<file path="config.mk">
export PLATFORM = sky130hd
export DESIGN_NAME = alu_arbiter
export DESIGN_NICKNAME = d
export VERILOG_FILES = /design/src/rtl/alu_pkg.sv /design/src/rtl/alu.sv /design/src/rtl/alu_arbiter.sv
export SDC_FILE = /design/constraint.sdc
export NUM_CORES = 1
export LEC_CHECK = 0
export BUFFER_PORTS_ARGS = -buffer_cell sky130_fd_sc_hd__buf_4
export CORE_MARGIN = 1.5
export CORE_UTILIZATION = 51
export DETAILED_ROUTE_END_ITERATION = 6
export GPL_TIMING_DRIVEN = 1
export PLACE_DENSITY_LB_ADDON = 0.15
export SYNTH_ARGS = -nofsm -noshare
export SYNTH_HDL_FRONTEND = slang
export SYNTH_HIERARCHICAL = 1
export SYNTH_SLANG_ARGS = --single-unit
</file>
<file path="constraint.sdc">
create_clock -name clk -period 6.1 [get_ports clk]
set_clock_uncertainty 0.1 [all_clocks]
set_input_delay 0.305 -clock clk [delete_from_list [all_inputs] [get_ports clk]]
set_output_delay 0.305 -clock clk [all_outputs]
set_load 0.05 [all_outputs]
</file>
<file path="src/rtl/alu_pkg.sv">
// rtl/alu_pkg.sv - shared opcodes, FSM states and default widths for alu_arbiter
package alu_pkg;

    localparam int DEFAULT_DATA_WIDTH    = 64;
    localparam int DEFAULT_OPCODE_LENGTH = 4;

    localparam logic [3:0] OP_AND = 4'b0000;
    localparam logic [3:0] OP_OR  = 4'b0001;
    localparam logic [3:0] OP_ADD = 4'b0010;
    localparam logic [3:0] OP_SUB = 4'b0110;

    typedef enum logic [1:0] {
        ST_IDLE = 2'd0,
        ST_EXEC = 2'd1,
        ST_RESP = 2'd2
    } state_t;

endpackage

</file>
<file path="src/rtl/alu.sv">
// rtl/alu.sv - combinational AND/OR/ADD/SUB unit; unknown codes yield zero
module alu
    import alu_pkg::*;
#(
    parameter int DATA_WIDTH    = DEFAULT_DATA_WIDTH,
    parameter int OPCODE_LENGTH = DEFAULT_OPCODE_LENGTH
) (
    input  logic [DATA_WIDTH-1:0]    SrcA,
    input  logic [DATA_WIDTH-1:0]    SrcB,
    input  logic [OPCODE_LENGTH-1:0] ALUCC,
    output logic [DATA_WIDTH-1:0]    ALUResult
);

    localparam logic [OPCODE_LENGTH-1:0] L_AND = OPCODE_LENGTH'(OP_AND);
    localparam logic [OPCODE_LENGTH-1:0] L_OR  = OPCODE_LENGTH'(OP_OR);
    localparam logic [OPCODE_LENGTH-1:0] L_ADD = OPCODE_LENGTH'(OP_ADD);
    localparam logic [OPCODE_LENGTH-1:0] L_SUB = OPCODE_LENGTH'(OP_SUB);

    always_comb begin
        ALUResult = '0;
        case (ALUCC)
            L_AND:   ALUResult = SrcA & SrcB;
            L_OR:    ALUResult = SrcA | SrcB;
            L_ADD:   ALUResult = SrcA + SrcB;
            L_SUB:   ALUResult = SrcA - SrcB;
            default: ALUResult = '0;
        endcase
    end

endmodule

</file>
<file path="src/rtl/alu_arbiter.sv">
// rtl/alu_arbiter.sv - two-requester front end sharing one ALU; ALU_ARB_RR_EN selects round-robin arbitration
module alu_arbiter
    import alu_pkg::*;
#(
    parameter int DATA_WIDTH    = DEFAULT_DATA_WIDTH,
    parameter int OPCODE_LENGTH = DEFAULT_OPCODE_LENGTH
) (
    input  logic                       clk,
    input  logic                       reset,
    input  logic [1:0]                 req_valid,
    output logic [1:0]                 req_ready,
    input  logic [2*DATA_WIDTH-1:0]    req_a,
    input  logic [2*DATA_WIDTH-1:0]    req_b,
    input  logic [2*OPCODE_LENGTH-1:0] req_op,
    output logic                       resp_valid,
    input  logic                       resp_ready,
    output logic                       resp_id,
    output logic [DATA_WIDTH-1:0]      resp_data,
    output logic                       resp_err
);

    localparam logic [OPCODE_LENGTH-1:0] L_AND = OPCODE_LENGTH'(OP_AND);
    localparam logic [OPCODE_LENGTH-1:0] L_OR  = OPCODE_LENGTH'(OP_OR);
    localparam logic [OPCODE_LENGTH-1:0] L_ADD = OPCODE_LENGTH'(OP_ADD);
    localparam logic [OPCODE_LENGTH-1:0] L_SUB = OPCODE_LENGTH'(OP_SUB);

    state_t                     r_state;
    state_t                     w_next_state;
    logic                       w_winner;
    logic                       w_accept;
    logic [DATA_WIDTH-1:0]      r_a;
    logic [DATA_WIDTH-1:0]      r_b;
    logic [OPCODE_LENGTH-1:0]   r_op;
    logic                       r_id;
    logic [DATA_WIDTH-1:0]      r_res;
    logic                       r_res_id;
    logic                       r_res_err;
    logic [DATA_WIDTH-1:0]      w_alu_result;
    logic                       w_op_err;
    logic                       w_in_resp;

`ifdef ALU_ARB_RR_EN
    // r_ptr names the requester that wins a tie: the one not granted last
    logic r_ptr;

    always_ff @(posedge clk or posedge reset) begin
        if (reset) begin
            r_ptr <= 1'b0;
        end else if (w_accept) begin
            r_ptr <= ~w_winner;
        end
    end

    always_comb w_winner = (&req_valid) ? r_ptr : ~req_valid[0];
`else
    always_comb w_winner = ~req_valid[0];
`endif

    always_ff @(posedge clk or posedge reset) begin
        if (reset) begin
            r_state <= ST_IDLE;
        end else begin
            r_state <= w_next_state;
        end
    end

    always_comb begin
        w_next_state = r_state;
        req_ready    = 2'b00;
        w_accept     = 1'b0;
        case (r_state)
            ST_IDLE: begin
                if ((|req_valid) && !reset) begin
                    req_ready    = w_winner ? 2'b10 : 2'b01;
                    w_accept     = 1'b1;
                    w_next_state = ST_EXEC;
                end
            end
            ST_EXEC: w_next_state = ST_RESP;
            ST_RESP: begin
                if (resp_ready) begin
                    w_next_state = ST_IDLE;
                end
            end
            default: w_next_state = ST_IDLE;
        endcase
    end

    alu #(
        .DATA_WIDTH   (DATA_WIDTH),
        .OPCODE_LENGTH(OPCODE_LENGTH)
    ) u_alu (
        .SrcA     (r_a),
        .SrcB     (r_b),
        .ALUCC    (r_op),
        .ALUResult(w_alu_result)
    );

    always_comb w_op_err = !((r_op == L_AND) || (r_op == L_OR) ||
                             (r_op == L_ADD) || (r_op == L_SUB));

    always_ff @(posedge clk or posedge reset) begin
        if (reset) begin
            r_a       <= '0;
            r_b       <= '0;
            r_op      <= '0;
            r_id      <= 1'b0;
            r_res     <= '0;
            r_res_id  <= 1'b0;
            r_res_err <= 1'b0;
        end else begin
            if (w_accept) begin
                r_a  <= w_winner ? req_a[2*DATA_WIDTH-1:DATA_WIDTH] : req_a[DATA_WIDTH-1:0];
                r_b  <= w_winner ? req_b[2*DATA_WIDTH-1:DATA_WIDTH] : req_b[DATA_WIDTH-1:0];
                r_op <= w_winner ? req_op[2*OPCODE_LENGTH-1:OPCODE_LENGTH] : req_op[OPCODE_LENGTH-1:0];
                r_id <= w_winner;
            end
            if (r_state == ST_EXEC) begin
                r_res     <= w_op_err ? '0 : w_alu_result;
                r_res_id  <= r_id;
                r_res_err <= w_op_err;
            end
        end
    end

    always_comb begin
        w_in_resp  = (r_state == ST_RESP);
        resp_valid = w_in_resp;
        resp_data  = w_in_resp ? r_res : '0;
        resp_id    = w_in_resp & r_res_id;
        resp_err   = w_in_resp & r_res_err;
    end

endmodule

</file>
==> impl_metrics.env, run 1 <==
export IMPL_power_share_switching_pct=48.89
export IMPL_internal_power_mw=5.632
export IMPL_fmax_mhz=173.1
export IMPL_slowest_stage="or4_4"
export IMPL_dp_final_hpwl_um=35170
export IMPL_drt_first_iter_violations=954
export IMPL_final_hold_viol_count=0
export IMPL_tightest_slew_ns=1.092
export IMPL_cp_arrival_ns=6.09
export IMPL_cp_startpoint="r_b[6]$_DFFE_PP0P_"
export IMPL_rr_startpoint="r_b[6]$_DFFE_PP0P_"
export IMPL_finalSetupViolCount=0
export IMPL_grt_pass1_vias=13700
export IMPL_synth_edff_count=0
export IMPL_ios=338
export IMPL_power_density_nw_per_um2=569.8
export IMPL_num_antenna_cells=0
export IMPL_fin_nets=2269
export IMPL_synth_nets=1985
export IMPL_rsz0062_at_grt="no"
export IMPL_p_comb_share_pct=64.4
export IMPL_cts_clk_slew_worst_paths_ns=0.07
export IMPL_antenna_found_initial=0
export IMPL_wire_per_inst_um=20.29
export IMPL_leakage_nw=8.574
export IMPL_cpMostUsedCell="o21ai_0"
export IMPL_p_sw_mw=5.386
export IMPL_ff2ff_setup_slack_ns=0.32
export IMPL_p_seq_share_pct=22.9
export IMPL_core_um2=30510
export IMPL_max_slew_margin_pct=26.81
export IMPL_place_congestion=0.9353
export IMPL_utilization_pct=63.37
export IMPL_ff_latch_area_um2=5031
export IMPL_yosysSeqAreaShare_pct=31.85
export IMPL_crit_family="simple AND/OR/NAND/NOR gates"
export IMPL_fin_area_um2=19330
export IMPL_n_fill_cell=2618
export IMPL_worst_path_max_fanout=6
export IMPL_startpoint_type="register"
export IMPL_cts_root_buf="clkbuf_16"
export IMPL_h_tree_depth=1
export IMPL_fin_crit_sh_pct=94.70
export IMPL_dieWidth_um=179.0
export IMPL_crit_buf_inv=0
export IMPL_r2r_cells=20
export IMPL_drt_pre_antenna_iters=6
export IMPL_numCtsBuffers=24
export IMPL_hold_class="in -> reg"
export IMPL_crit_required_ns=6.41
export IMPL_ys_flop_type="dfrtp_1"
export IMPL_overflow=0
export IMPL_yosys_register_bits=201
export IMPL_layout_min_cycle_time_ns=5.777
export IMPL_die_h_um=179.0
export IMPL_netlist_area_um2=15790
export IMPL_grt_pass1_wl_um=74580
export IMPL_worst_r2r_endpoint="r_res[63]$_DFFE_PP0N_"
export IMPL_p_total_mw=11.02
export IMPL_fp_row_count=64
export IMPL_slew_violations=0
export IMPL_portBuffers=337
export IMPL_yosysUniqueCellTypes=69
export IMPL_ir_drop_uv=253.8
export IMPL_crit_type="reg -> reg"
export IMPL_clockBufferDepth=3
export IMPL_die_area_um2=32030
export IMPL_hold_ws_ns=0.02096
export IMPL_yosys_warnings=6
export IMPL_area_growth_pct=22.44
export IMPL_tns_ns=0
export IMPL_multi_input_comb_area_um2=10230
export IMPL_routed_wl_um=47600
export IMPL_cts_tree="done"
export IMPL_clock_sinks=201
export IMPL_endpoint="r_res[63]$_DFFE_PP0N_"
export IMPL_postCtsSetupBuffers=0
export IMPL_dpl_instance_area_um2=18540
export IMPL_crit_chain="or4_4, nor3_1, and3b_1, nand2_1, or3_1, or3_1, o21ai_0, xor2_1, ha_1, nand2_1, o21ai_0, or3b_2, a21oi_1, o21ai_0, a21oi_1, o211ai_1, a311oi_1, xnor2_1, o21ai_0, a22o_1"
export IMPL_clkPwrFrac_pct=12.7
export IMPL_drv_cap=0
export IMPL_vias=13930
export IMPL_outcome="completed"
export IMPL_syn_inst=1649
export IMPL_grtUsageTotal_pct=29.69
export IMPL_insertion_delay_ns=0.54
export IMPL_async_flop_share_pct=100.0
export IMPL_initial_core_util_pct=51.76
export IMPL_drc=0
export IMPL_crit_cells=20
export IMPL_avgSynthCellArea_um2=9.576
export IMPL_grt_max_degree=132
export IMPL_cp_end_kind="register"
export IMPL_cp_slowest_stage_delay_ns=0.59
export IMPL_vias_per_cell=5.936
export IMPL_ant_nets=0
export IMPL_drive_gt1_share_pct=33.18
layout by cell type (no fill, tap or decap), types with 11 or more instances in the layout:
master	count
dfrtp_1	200
a22o_1	69
maj3_1	63
nor3_1	26
clkbuf_16	25
o31ai_1	11
a21o_1	32
mux2_2	226
ha_1	66
inv_1	23
a21oi_1	95
xnor2_1	64
and2_1	71
o21ai_0	105
xor2_1	59
nand3_1	11
nor2b_1	11
nand2_1	141
a31oi_1	18
nor2_1	63
mux2_1	39
nand4_1	19
buf_4	355
nand2b_1	13
power by group through the flow:
stage / combinational, mW / sequential [mW] / clock, mW
6_report: 7.10 / 2.52 / 1.40
5_1_grt: 7.75 / 2.60 / 1.48
4_1_cts: 7.01 / 2.51 / 1.43
3_5_place_dp: 6.96 / 2.53 / 0
3_3_place_gp: 6.95 / 2.51 / 0
2_1_floorplan: 5.24 / 2.27 / 0
kinds of logic after synthesis:
kind of cell | Yosys count | share of synthesized area, %
XOR/XNOR | 123 | 6.822
adder cells (fa/ha/maj) | 130 | 9.349
flip-flops | 201 | 31.85
buffers and inverters | 126 | 3.542
AO/OA/AOI/OAI | 388 | 15.85
AND/OR/NAND/NOR | 412 | 13.43
multiplexers | 269 | 19.15
worst min-delay path by stage:
stage                               startpoint                      to  slack, ns  cells after the start
after floorplan                     resp_ready  r_state[1]$_DFFE_PP0P_       0.31                      1
after global placement    r_res_id$_DFFE_PP0N_    r_res_id$_DFFE_PP0N_       0.35                      2
after detailed placement  r_res_id$_DFFE_PP0N_    r_res_id$_DFFE_PP0N_       0.37                      2
after CTS                            req_b[32]     r_b[32]$_DFFE_PP0P_      0.003                      3
after global routing                 req_b[89]     r_b[25]$_DFFE_PP0P_       0.02                      3
final                                req_b[96]     r_b[32]$_DFFE_PP0P_       0.02                      3
metrics by stage:
stage               setup slack [ns]  cells
CTS                           0.4310   2346
finish                        0.3230   2346
global route                 0.04911   2346
detailed placement            0.4735   2301
global placement              0.6179   2301
floorplan                     0.2126   1649
what timing repair did:
item                       CTS  global route
hold endpoints to repair   131             0
setup endpoints to repair    0             1
hold buffers                 2             0
gates resized for setup      0             1
state kept, by name, summed over array words and instances, names as in the netlist:
register and flops:
r_res 64, r_a 64, r_b 64, r_state 2
r_res_id 1, r_op 4, r_id 1, r_res_err 1
layout make-up:
type	instances	share of cell area (%)
clock buffer	34	3.721
clock inverter	9	0.2912
inverter	26	0.5695
multi-input combinational	1322	52.89
sequential	201	26.02
tap	396	2.563
timing repair buffer	358	13.95
metal layers:
metal  vias to the layer above  track usage [%]  wire, um
met1                      6764            40.90     21140
met3                        81            3.096      2617
met5                         -                0         0
met4                         0            8.438      1403
li1                       6598                -         -
met2                       482            49.32     22440
synth_stat cells, drive strengths merged, types with 5 or more instances:
| library cell | count | share of area, % |
|---|---|---|
| nand4 | 20 | 0.89 |
| nor4 | 8 | 0.36 |
| a21o | 32 | 1.5 |
| xnor2 | 64 | 3.5 |
| o21ai | 110 | 3.5 |
| o211ai | 5 | 0.24 |
| a21oi | 96 | 3.0 |
| buf | 28 | 1.2 |
| mux2 | 265 | 19 |
| or4 | 7 | 0.40 |
| a22o | 69 | 3.8 |
| nand3 | 11 | 0.35 |
| maj3 | 63 | 4.0 |
| inv | 25 | 0.59 |
| and2 | 71 | 2.8 |
| clkbuf | 72 | 1.7 |
| o21bai | 7 | 0.33 |
| dfrtp | 201 | 32 |
| nor3 | 29 | 0.98 |
| nor2b | 11 | 0.44 |
| a211oi | 6 | 0.29 |
| or3 | 10 | 0.40 |
| nor2 | 64 | 1.6 |
| and3 | 9 | 0.36 |
| o31ai | 11 | 0.52 |
| xor2 | 59 | 3.3 |
| ha | 66 | 5.2 |
| nand2 | 141 | 3.4 |
| a31oi | 18 | 0.71 |
| nand2b | 14 | 0.55 |
worst register-to-register path: cells and delay by family, from the launching register on:
family,cells,cell delay [ns]
adders and majority gates,1,0.32
DFF,1,0.42
and+or+nand+nor,8,2.70
AOI/OAI and AO/OA,9,1.79
xor gates and xnor gates,2,0.32
Note: power is estimated with default switching activity, not from simulation.
==> inputs of run 2 (changes only) <==
- CORE_ASPECT_RATIO: unset -> 2
==> run 2 against run 1 <==
Register-to-register slack gained 0.16 ns. Hold slack better by 0.0089 ns. Combinational power decreased by 3.0%. First-iteration DRC count down 2.2%. Die area rose by 0.20%. Wire length is 8.0% lower. Core utilization shrank 0.55 points. Critical path type unchanged. Largest cell class unchanged. Largest power group unchanged.
==> impl_metrics.env, run 2 (synthesis gave the netlist of run 1 again) <==
export IMPL_drt_first_iter_violations=933
export IMPL_num_antenna_cells=0
export IMPL_cp_startpoint="r_b[4]$_DFFE_PP0P_"
export IMPL_grt_max_degree=73
export IMPL_fin_nets=2273
export IMPL_power_density_nw_per_um2=551.9
export IMPL_ios=338
export IMPL_crit_required_ns=6.41
export IMPL_tns_ns=0
export IMPL_max_slew_margin_pct=27.71
export IMPL_leakage_nw=8.553
export IMPL_drv_cap=0
export IMPL_fin_crit_sh_pct=92.12
export IMPL_routed_wl_um=43810
export IMPL_final_cell_mix="buf_4, mux2_2, dfrtp_1"
export IMPL_insertion_delay_ns=0.52
export IMPL_hold_class="in -> reg"
export IMPL_cts_tree="done"
export IMPL_rr_startpoint="r_b[4]$_DFFE_PP0P_"
export IMPL_rsz0062_at_grt="no"
export IMPL_h_tree_depth=1
export IMPL_largestRegisters="r_a (64), r_b (64), r_res (64)"
export IMPL_n_fill_cell=2726
export IMPL_cp_end_kind="register"
export IMPL_antenna_found_initial=0
export IMPL_finalNonFillerCells=2323
export IMPL_ant_nets=0
export IMPL_dieWidth_um=127.4
export IMPL_overflow=0
export IMPL_tightest_slew_ns=1.074
export IMPL_portBuffers=337
export IMPL_grt_pass1_vias=13430
export IMPL_grt_pass1_wl_um=69500
export IMPL_outcome="completed"
export IMPL_drc=0
export IMPL_numCtsBuffers=21
export IMPL_fin_area_um2=19240
export IMPL_worst_path_max_fanout=7
export IMPL_pre_cts_ws_ns=0.3904
export IMPL_startpoint_type="register"
export IMPL_vias_per_cell=5.882
export IMPL_clockBufferDepth=3
export IMPL_hold_ws_ns=0.02983
export IMPL_cts_clk_slew_worst_paths_ns=0.07
export IMPL_setup_slack_ns=0.4808
export IMPL_initial_core_util_pct=51.56
export IMPL_drive_gt1_share_pct=33.21
export IMPL_cts_root_buf="clkbuf_16"
export IMPL_cp_arrival_ns=5.93
export IMPL_area_growth_pct=21.85
export IMPL_drt_pre_antenna_iters=5
export IMPL_core_um2=30630
export IMPL_vias=13670
export IMPL_place_congestion=0.9133
export IMPL_fp_row_count=91
export IMPL_dpl_cell_count=2284
export IMPL_grtUsageTotal_pct=26.86
export IMPL_dpl_instance_area_um2=18550
export IMPL_layout_min_cycle_time_ns=5.619
export IMPL_worstHoldStart="req_b[25]"
export IMPL_die_area_um2=32090
export IMPL_slew_violations=0
export IMPL_wire_per_inst_um=18.86
export IMPL_crit_type="reg -> reg"
export IMPL_layout_commonest_cell="buf_4"
export IMPL_dp_final_hpwl_um=33080
export IMPL_die_h_um=251.9
export IMPL_clock_sinks=201
export IMPL_fmax_mhz=178.0
export IMPL_finalSetupViolCount=0
export IMPL_final_hold_viol_count=0
export IMPL_ir_drop_uv=250.6
run 2: cell types whose count changed in the layout (fill, tap and decap cells not counted), moves of 2 or more:
cell	delta
clkbuf_16	-4
buf_4	+8
clkbuf_8	-2
clkinv_2	-2
run 2: worst max-delay path, stage by stage (launching register included):
cell       delay [ns]
dfrtp_1          0.45
or4_4            0.57
nor3_1           0.20
and3b_1          0.28
nand2_1          0.19
or3_1            0.40
o31ai_1          0.24
xor2_1           0.11
ha_1             0.40
and3_1           0.22
nand2_1          0.08
a21oi_1          0.16
nor2_1           0.08
a2111oi_0        0.82
a21oi_2          0.26
o211ai_1         0.33
nand2_1          0.10
xor2_1           0.18
o21ai_0          0.10
a22o_1           0.21
run 2: metal layers:
layer | vias up | GRT usage (%) | part of all wire [%]
met5 | - | 0 | 0
met4 | 0 | 10.75 | 3.8
met3 | 95 | 3.011 | 4.9
met2 | 439 | 46.27 | 49
met1 | 6524 | 34.15 | 43
li1 | 6607 | - | -
run 2: power by group:
part	switching [mW]	internal (mW)	leakage (nW)	total, mW
clock	0.571	0.691	0.322	1.26
combinational	3.91	2.98	5.75	6.89
sequential	0.610	1.85	2.48	2.46
run 2: repair_timing:
action / CTS / global route
hold buffers: 2 / 0
endpoints found under the hold margin: 68 / 0
endpoints found under the setup margin: 0 / 1
buffers inserted: 0 / 0
gates resized for setup: 0 / 1
run 2: through the flow:
stage	utilization (%)	total power, mW
floorplan	-	7.510
global placement	60.57	9.240
detailed placement	60.57	9.271
CTS	62.81	10.58
global route	62.83	11.45
finish	62.83	10.62
run 2: final cells by class:
class / count / area, um^2 / area share [%]
sequential: 201 / 5031 / 26.15
multi-input combinational: 1322 / 10220 / 53.14
clock buffer: 27 / 588.1 / 3.056
timing repair buffer: 365 / 2745 / 14.27
inverter: 26 / 107.6 / 0.5592
clock inverter: 10 / 80.08 / 0.4162
tap: 372 / 465.4 / 2.419
run 2: path summary, 6_finish.rpt:
| kind | end | slack (ns) | cells after the start |
|---|---|---|---|
| worst max-delay path | r_res[55]$_DFFE_PP0N_ | 0.48 | 19 |
| min in group asynchronous | r_b[56]$_DFFE_PP0P_ | 0.29 | 3 |
| worst max register to register | r_res[55]$_DFFE_PP0N_ | 0.48 | 19 |
| max in group asynchronous | r_b[43]$_DFFE_PP0P_ | 4.33 | 4 |
| worst min register to register | r_res_id$_DFFE_PP0N_ | 0.39 | 2 |
| worst min-delay path | r_b[25]$_DFFE_PP0P_ | 0.03 | 3 |
==> inputs of run 3 (changes only) <==
- CELL_PAD_IN_SITES_DETAIL_PLACEMENT: unset -> 1
- CELL_PAD_IN_SITES_GLOBAL_PLACEMENT: unset -> 2
- CORE_MARGIN: 1.5 -> unset
- CORE_UTILIZATION: 51 -> 31
==> run 3 against run 2 <==
Clock power increased by 13%. Fmax down 5.2%. Hold slack got worse by 0.020 ns. Sequential share of layout area fell by 1.1 points. Power is 8.4% higher. Critical path type unchanged. Core utilization is 23 points lower. Sequential power grew 4%. Flip-flop and latch count is the same.
==> impl_metrics.env, run 3 (synthesis gave the netlist of run 1 again) <==
export IMPL_grt_pass1_wl_um=92790
export IMPL_crit_buf_inv=2
export IMPL_slowest_stage="a2111oi_0"
export IMPL_leakage_nw=8.782
export IMPL_max_slew_margin_pct=24.16
export IMPL_outcome="completed"
export IMPL_clock_sinks=201
export IMPL_final_hold_viol_count=0
export IMPL_final_cell_mix="buf_4, mux2_2, dfrtp_1"
export IMPL_cts_tree="done"
export IMPL_drc=0
export IMPL_ir_drop_uv=245.0
export IMPL_fin_crit_sh_pct=97.16
export IMPL_crit_chain="or4_4, nor3_1, and3b_2, nand2_1, or3_1, o31ai_1, xor2_1, ha_1, and3_1, nand2_1, a2111oi_0, buf_4, o211ai_1, a21oi_1, buf_4, a31oi_1, xor2_1, o21ai_0, a22o_1"
export IMPL_cp_arrival_ns=6.27
export IMPL_r2r_cells=19
export IMPL_overflow=0
export IMPL_vias_per_cell=5.370
export IMPL_die_area_um2=51900
export IMPL_grt_pass1_vias=15430
export IMPL_whs_path_depth=3
export IMPL_hold_end="r_b[60]$_DFFE_PP0P_"
export IMPL_pre_cts_ws_ns=0.04446
export IMPL_ios=338
export IMPL_antenna_found_initial=0
export IMPL_fmax_mhz=168.7
export IMPL_clockBufferDepth=3
export IMPL_drv_cap=0
export IMPL_crit_family="simple AND/OR/NAND/NOR gates"
export IMPL_grt_max_degree=106
export IMPL_power_density_nw_per_um2=573.1
export IMPL_dp_final_hpwl_um=48820
export IMPL_tightest_slew_ns=1.109
export IMPL_routed_wl_um=62090
export IMPL_portBuffers=337
export IMPL_num_antenna_cells=0
export IMPL_layout_commonest_cell="buf_4"
export IMPL_grtUsageTotal_pct=23.76
export IMPL_ant_nets=0
export IMPL_tns_ns=0
export IMPL_wire_per_inst_um=23.49
export IMPL_largestRegisters="r_a (64), r_b (64), r_res (64)"
export IMPL_hold_class="in -> reg"
export IMPL_worst_r2r_endpoint="r_res[56]$_DFFE_PP0N_"
export IMPL_slew_violations=0
export IMPL_area_growth_pct=27.24
export IMPL_drive_gt1_share_pct=33.35
export IMPL_cp_slowest_stage_delay_ns=0.94
export IMPL_drt_pre_antenna_iters=4
export IMPL_initial_core_util_pct=31.45
export IMPL_place_congestion=0.9102
export IMPL_insertion_delay_ns=0.55
export IMPL_numCtsBuffers=23
export IMPL_hold_ws_ns=0.009877
export IMPL_crit_required_ns=6.44
export IMPL_n_fill_cell=5802
export IMPL_fp_row_count=116
export IMPL_worst_path_max_fanout=7
export IMPL_startpoint_type="register"
export IMPL_drt_first_iter_violations=487
export IMPL_finalNonFillerCells=2643
export IMPL_dieWidth_um=161.6
export IMPL_die_h_um=321.2
export IMPL_vias=14190
export IMPL_setup_slack_ns=0.1729
export IMPL_rsz0062_at_grt="no"
export IMPL_finalSetupViolCount=0
export IMPL_cp_end_kind="register"
export IMPL_h_tree_depth=1
export IMPL_layout_min_cycle_time_ns=5.927
export IMPL_worstHoldStart="req_b[124]"
export IMPL_rr_startpoint="r_b[6]$_DFFE_PP0P_"
export IMPL_postCtsSetupBuffers=0
export IMPL_crit_type="reg -> reg"
export IMPL_cts_root_buf="clkbuf_16"
export IMPL_ff2ff_setup_slack_ns=0.17
export IMPL_cts_clk_slew_worst_paths_ns=0.07
export IMPL_dpl_cell_count=2571
export IMPL_core_um2=50220
export IMPL_fin_nets=2316
[run 3: cell count changes in the layout (fill, tap and decap cells not counted), sizes merged]
cell         previous run  this run
buf                   363       373
bufinv                  0         2
clkbuf                 27        29
clkinvlp                3         1
dlygate4sd3             2        33
[run 3: layout make-up]
cell class                 count  area [um^2]  area share [%]
timing repair buffer         406         3147           15.66
clock buffer                  29        628.1           3.126
tap                          649        812.0           4.041
sequential                   201         5031           25.04
multi-input combinational   1322        10250           51.00
clock inverter                10        117.6          0.5853
inverter                      26        110.1          0.5480
[run 3: repair_timing]
action	in CTS	in global routing
gates resized for setup	1	6
hold endpoints to repair	116	0
pin swaps	0	0
hold buffers	33	0
endpoints found under the setup margin	1	9
[run 3: worst register-to-register path: cells and delay by family (launching register included)]
kind	cells	cell delay, ns
AO/OA/AOI/OAI	7	1.98
buffers and inverters	2	0.44
XOR/XNOR	2	0.38
AND/OR/NAND/NOR	7	2.09
flip-flops	1	0.42
adder cells (fa/ha/maj)	1	0.42
[run 3: stage by stage]
step	cell area (um^2)	util, %	total power [mW]
after global routing	20090	40.01	12.36
final	20090	40.01	11.52
after detailed placement	18990	37.82	10.10
after CTS	20070	39.97	11.61
after floorplan	15790	-	7.510
after global placement	18990	37.82	10.05
[run 3: worst max-delay path by stage]
stage	startpoint	endpoint	cells past startpoint
floorplan	reset	r_a[0]$_DFFE_PP0P_	1
global placement	r_b[6]$_DFFE_PP0P_	r_res[63]$_DFFE_PP0N_	20
detailed placement	r_b[6]$_DFFE_PP0P_	r_res[63]$_DFFE_PP0N_	20
CTS	r_b[6]$_DFFE_PP0P_	r_res[63]$_DFFE_PP0N_	20
global route	r_b[6]$_DFFE_PP0P_	r_res[61]$_DFFE_PP0N_	23
finish	r_b[6]$_DFFE_PP0P_	r_res[56]$_DFFE_PP0N_	19
[run 3: where the power goes]
group / internal, mW / leakage (nW) / switching [mW]
Sequential: 1.85 / 2.48 / 0.720
Clock: 0.814 / 0.366 / 0.613
Combinational: 3.09 / 5.93 / 4.42
[run 3: routing by layer]
| layer | global-route usage [%] | wire length, um | up-vias |
|---|---|---|---|
| met1 | 23.70 | 21780 | 7057 |
| li1 | - | - | 6663 |
| met5 | 0 | 0 | - |
| met4 | 11.38 | 3024 | 0 |
| met2 | 47.89 | 35320 | 361 |
| met3 | 2.141 | 1961 | 111 |
